<file path="src/rtl/div_pkg.sv">
// div_pkg: shared operand widths and the {dividend, divisor} pair type for the divider queue
package div_pkg;
  localparam int DIVIDEND_W = 4;
  localparam int DIVISOR_W = 2;
  typedef struct packed {
    logic [DIVIDEND_W-1:0] dividend;
    logic [DIVISOR_W-1:0] divisor;
  } div_op_t;
endpackage

</file>
<file path="src/rtl/divq_ram.sv">
// divq_ram: DEPTH-entry operand storage, one synchronous write port and one asynchronous read port
module divq_ram import div_pkg::*; #(
  parameter int DEPTH = 4,
  localparam int AW = $clog2(DEPTH)
) (
  input logic clk,
  input logic we,
  input logic [AW-1:0] waddr,
  input div_op_t wdata,
  input logic [AW-1:0] raddr,
  output div_op_t rdata
);
  div_op_t mem [DEPTH];
  // write the slot chosen by the queue; contents are meaningless until written
  always_ff @(posedge clk) begin
    if (we) mem[waddr] <= wdata;
  end
  assign rdata = mem[raddr];
endmodule

</file>
<file path="src/rtl/div_operand_queue.sv">
// div_operand_queue: first-word-fall-through queue of divider operand pairs; DIVQ_DBZ_FILTER_EN drops zero-divisor pairs and pulses dbz_err
module div_operand_queue import div_pkg::*; #(
  parameter int DEPTH = 4,
  localparam int AW = $clog2(DEPTH),
  localparam int CW = $clog2(DEPTH) + 1
) (
  input logic clk,
  input logic rst,
  input logic in_valid,
  output logic in_ready,
  input logic [DIVIDEND_W-1:0] in_dividend,
  input logic [DIVISOR_W-1:0] in_divisor,
  output logic out_valid,
  input logic out_ready,
  output logic [DIVIDEND_W-1:0] out_dividend,
  output logic [DIVISOR_W-1:0] out_divisor,
  output logic [CW-1:0] count,
  output logic dbz_err
);
  logic [AW-1:0] rptr, wptr;
  logic push, pop, drop, wr;
  div_op_t head;
  assign in_ready = count < CW'(DEPTH);
  assign out_valid = count != '0;
  assign push = in_valid & in_ready;
  assign pop = out_valid & out_ready;
`ifdef DIVQ_DBZ_FILTER_EN
  assign drop = push & (in_divisor == '0);
  // flag a dropped zero-divisor pair for exactly the following cycle
  always_ff @(posedge clk) begin
    if (rst) dbz_err <= 1'b0;
    else dbz_err <= drop;
  end
`else
  assign drop = 1'b0;
  assign dbz_err = 1'b0;
`endif
  assign wr = push & ~drop;
  // advance pointers on accepted handshakes; count tracks stored entries only
  always_ff @(posedge clk) begin
    if (rst) begin
      rptr <= '0;
      wptr <= '0;
      count <= '0;
    end else begin
      if (wr) wptr <= wptr + 1'b1;
      if (pop) rptr <= rptr + 1'b1;
      count <= count + CW'(wr) - CW'(pop);
    end
  end
  divq_ram #(.DEPTH(DEPTH)) u_ram (
    .clk(clk),
    .we(wr),
    .waddr(wptr),
    .wdata('{dividend: in_dividend, divisor: in_divisor}),
    .raddr(rptr),
    .rdata(head)
  );
  assign out_dividend = out_valid ? head.dividend : '0;
  assign out_divisor = out_valid ? head.divisor : '0;
endmodule

</file>
<file path="config.mk">
export PLATFORM = sky130hd
export DESIGN_NAME = div_operand_queue
export DESIGN_NICKNAME = d
export VERILOG_FILES = /design/src/rtl/div_pkg.sv /design/src/rtl/divq_ram.sv /design/src/rtl/div_operand_queue.sv
export SDC_FILE = /design/constraint.sdc
export NUM_CORES = 1
export LEC_CHECK = 0
export ABC_CLOCK_PERIOD_IN_PS = 2600
export CAP_MARGIN = 40
export CORE_UTILIZATION = 52
export DETAILED_ROUTE_END_ITERATION = 8
export PLACE_DENSITY = 0.81
export SYNTH_ARGS = -nofsm -noshare
export SYNTH_HDL_FRONTEND = slang
export SYNTH_SLANG_ARGS = --single-unit
</file>
<file path="constraint.sdc">
create_clock -name clk -period 2.6 [get_ports clk]
set_clock_uncertainty 0.2 [all_clocks]
set_input_delay 0.52 -clock clk [delete_from_list [all_inputs] [get_ports clk]]
set_output_delay 0.52 -clock clk [all_outputs]
set_load 0.02 [all_outputs]
</file>
==> impl_metrics.tcl <==
set metrics [dict create \
    drive_gt1_frac 0.1624 \
    cts_made_buffers 5 \
    synth_nets 105 \
    synth_compound_area_frac 0.01623 \
    synthXorXnorAreaFrac 0.02525 \
    synth_area_per_cell_um2 15.77 \
    drcViolationCount 0 \
    drt_wl_total_um 2008 \
    die_w_um 53.66 \
    grt_usage 0.1797 \
    synth_top_family_by_area "multiplexers" \
    power_density_nw_per_um2 944.0 \
    first_pass_iters 4 \
    synth-adder-area-share 0.06853 \
    initial_utilization 0.5551 \
    gp_congestion 0.6913 \
    postRouteAntennaNets 0 \
    num_rows 18 \
    cpMaxStageDelayCell "mux4_2" \
    synth_top_cell_area_share 0.5194 \
    overflow 0 \
    die_y_um 53.66 \
    place_area_um2 1632 \
    nFillCells 192 \
    ys_types 23 \
    final_cell_mix "24 x edfxtp_1, 14 x clkdlybuf4s50_1, 9 x inv_1, 9 x dfxtp_1" \
    r2r_start "count[2]$_SDFF_PP0_" \
    critPathCaptureType "output port" \
    synthCells 88 \
    fin_ws_ps 94.40 \
    synth.area.mux_share 0.1046 \
    finalMaxSlewViolations 0 \
    grt_start_max_net_pins 11 \
    clock_latency_ps 320 \
    synth-simple-area-share 0.09197 \
    maxCapViolCount 0 \
    crit_family "multiplexers" \
    final_net_count 133 \
    io_buffers 20 \
    core_area_um2 2500 \
    synth_area_leaders "edfxtp_1 52%, dfxtp_1 13%, mux4_2 9.7%, ha_1 5.4%, and2b_1 3.2%" \
    viasPerCell 5.095 \
    design_area_um2 1682 \
    cts.sinks 33 \
    synth-seq-area-share 0.6492 \
    timing.fmax_ghz 0.3991 \
    hold_start "rptr[1]$_SDFFE_PP0P_" \
    dp_hpwl_um 1484 \
    synthesis.area_um2 1388 \
    antenna_found_initial 0 \
    max_stage_delay_ps 500 \
    grt_pass1_vias 724 \
    drt_iter0_drc 10 \
    cts_root_buf "clkbuf_4" \
    crit_arrival_ps 1790 \
    ctsHtreeMaxLevel 2 \
    critPathLaunchType "flop" \
    via_count 749 \
    synth_top_area_cell "edfxtp_1" \
    dp_slack_ps -176.7 \
    fin_crit_ps 2506 \
    cts_tree "done" \
    crit_buf_inv 2 \
    cp_max_fo 6 \
    setup_viol 0 \
    cts.clk_slew.worst_paths_ps 90 \
    critPathKind "reg -> out" \
    leakagePower_nw 0.6427 \
    dieArea_um2 2879 \
    wire_per_inst_um 13.66 \
    finalHoldViolCount 0 \
    ys_ff_latch 33 \
    rsz0062_at_grt "no" \
    ys.warnings.count 0 \
    grt_pass1_wl_um 3263 \
    status "completed" \
    antennaDiodeCount 0 \
    final.setup.tns_ps 0 \
    irDropWorstVdd_mv 0.6351 \
    final_common_cell "edfxtp_1" \
    cts_buffer_depth 2 \
    period_share 0.9637 \
    syn2layout_area_growth_pct 21.19 \
    pin_count 22 \
    crit_chain "buf_6, mux4_2, and2b_1, dlygate4sd2_1" \
    worstPathRequired_ps 1880 \
    hold_path.class "reg -> reg" \
]
-- stage by stage --
| step | cells | utilization | power (mW) | hold slack, ps |
|---|---|---|---|---|
| after floorplan | 88 | - | 1.120 | 251.6 |
| after global placement | 139 | 0.6527 | 1.354 | 271.1 |
| after detailed placement | 139 | 0.6527 | 1.379 | 297.8 |
| after CTS | 147 | 0.6702 | 1.599 | 310.8 |
| after global routing | 147 | 0.6727 | 1.687 | 334.0 |
| final | 147 | 0.6727 | 1.587 | 307.3 |
-- report_power, final --
group          total (mW)  switching, mW  internal (mW)  leakage, nW
logic               0.627          0.298          0.329        0.317
registers           0.702         0.0565          0.646        0.294
clock network       0.258          0.156          0.103       0.0320
-- tightest hold or removal path, delay by kind of cell, from the launching register on --
kind / cells / cell delay, ps
flip-flops: 1 / 310
AO/OA/AOI/OAI: 2 / 150
-- sequential cells by signal (all words and copies together), names as in the netlist, named ones only --
signal,count
count,3
rptr,2
wptr,2
u_ram.mem,24
-- path summary, 6_finish.rpt --
check / endpoint / depth (start not counted) / slack (ps)
setup / recovery: out_dividend[1] / 4 / 90
hold / removal: rptr[1]$_SDFFE_PP0P_ / 2 / 310
setup reg to reg: count[2]$_SDFF_PP0_ / 9 / 230
hold reg to reg: rptr[1]$_SDFFE_PP0P_ / 2 / 310
-- kinds of logic (layout without fill, tap and decap cells) --
| logic type | count (synthesis) | count (layout) |
|---|---|---|
| AOI/OAI and AO/OA | 3 | 3 |
| xor gates and xnor gates | 4 | 4 |
| adders and majority gates | 7 | 7 |
| buffers and inverters | 12 | 41 |
| DFF | 33 | 33 |
| muxes | 7 | 7 |
| other | 1 | 1 |
| and+or+nand+nor | 21 | 21 |
-- metal layers --
layer	vias to the layer above	GRT usage	share of wire
met3	9	0.05085	0.058
met2	23	0.3000	0.51
met4	0	0.1447	0.039
li1	366	-	-
met5	-	0	0
met1	351	0.1882	0.39
-- Yosys cell counts --
| cell | number |
|---|---|
| a21oi_1 | 1 |
| and2_1 | 4 |
| and2b_1 | 6 |
| buf_2 | 1 |
| buf_4 | 1 |
| buf_6 | 1 |
| conb_1 | 1 |
| dfxtp_1 | 9 |
| edfxtp_1 | 24 |
| fa_1 | 1 |
| ha_1 | 6 |
| inv_1 | 9 |
| mux2i_1 | 1 |
| mux4_2 | 6 |
| nand2_1 | 1 |
| nor2_1 | 5 |
| nor2b_1 | 3 |
| nor3_2 | 1 |
| o21ai_0 | 1 |
| o31ai_2 | 1 |
| or3_1 | 1 |
| xnor2_1 | 3 |
| xor2_1 | 1 |
-- area by class of cell --
cell class / count / area, µm² / share of cell area
clock buffers: 6 / 41.29 / 0.02455
repair buffers: 24 / 229.0 / 0.1362
inverters: 9 / 33.78 / 0.02009
flip-flops and latches: 33 / 900.9 / 0.5357
well taps: 30 / 37.54 / 0.02232
clock inverters: 2 / 10.01 / 0.005952
multi-input cells: 43 / 429.2 / 0.2552
-- timing repair --
item | CTS | global route
hold buffers | 0 | 0
setup endpoints to repair | 6 | 6
setup buffers | 0 | 0
gates resized for setup | 6 | 3
No activity file was read; power rests on OpenSTA's default activity.
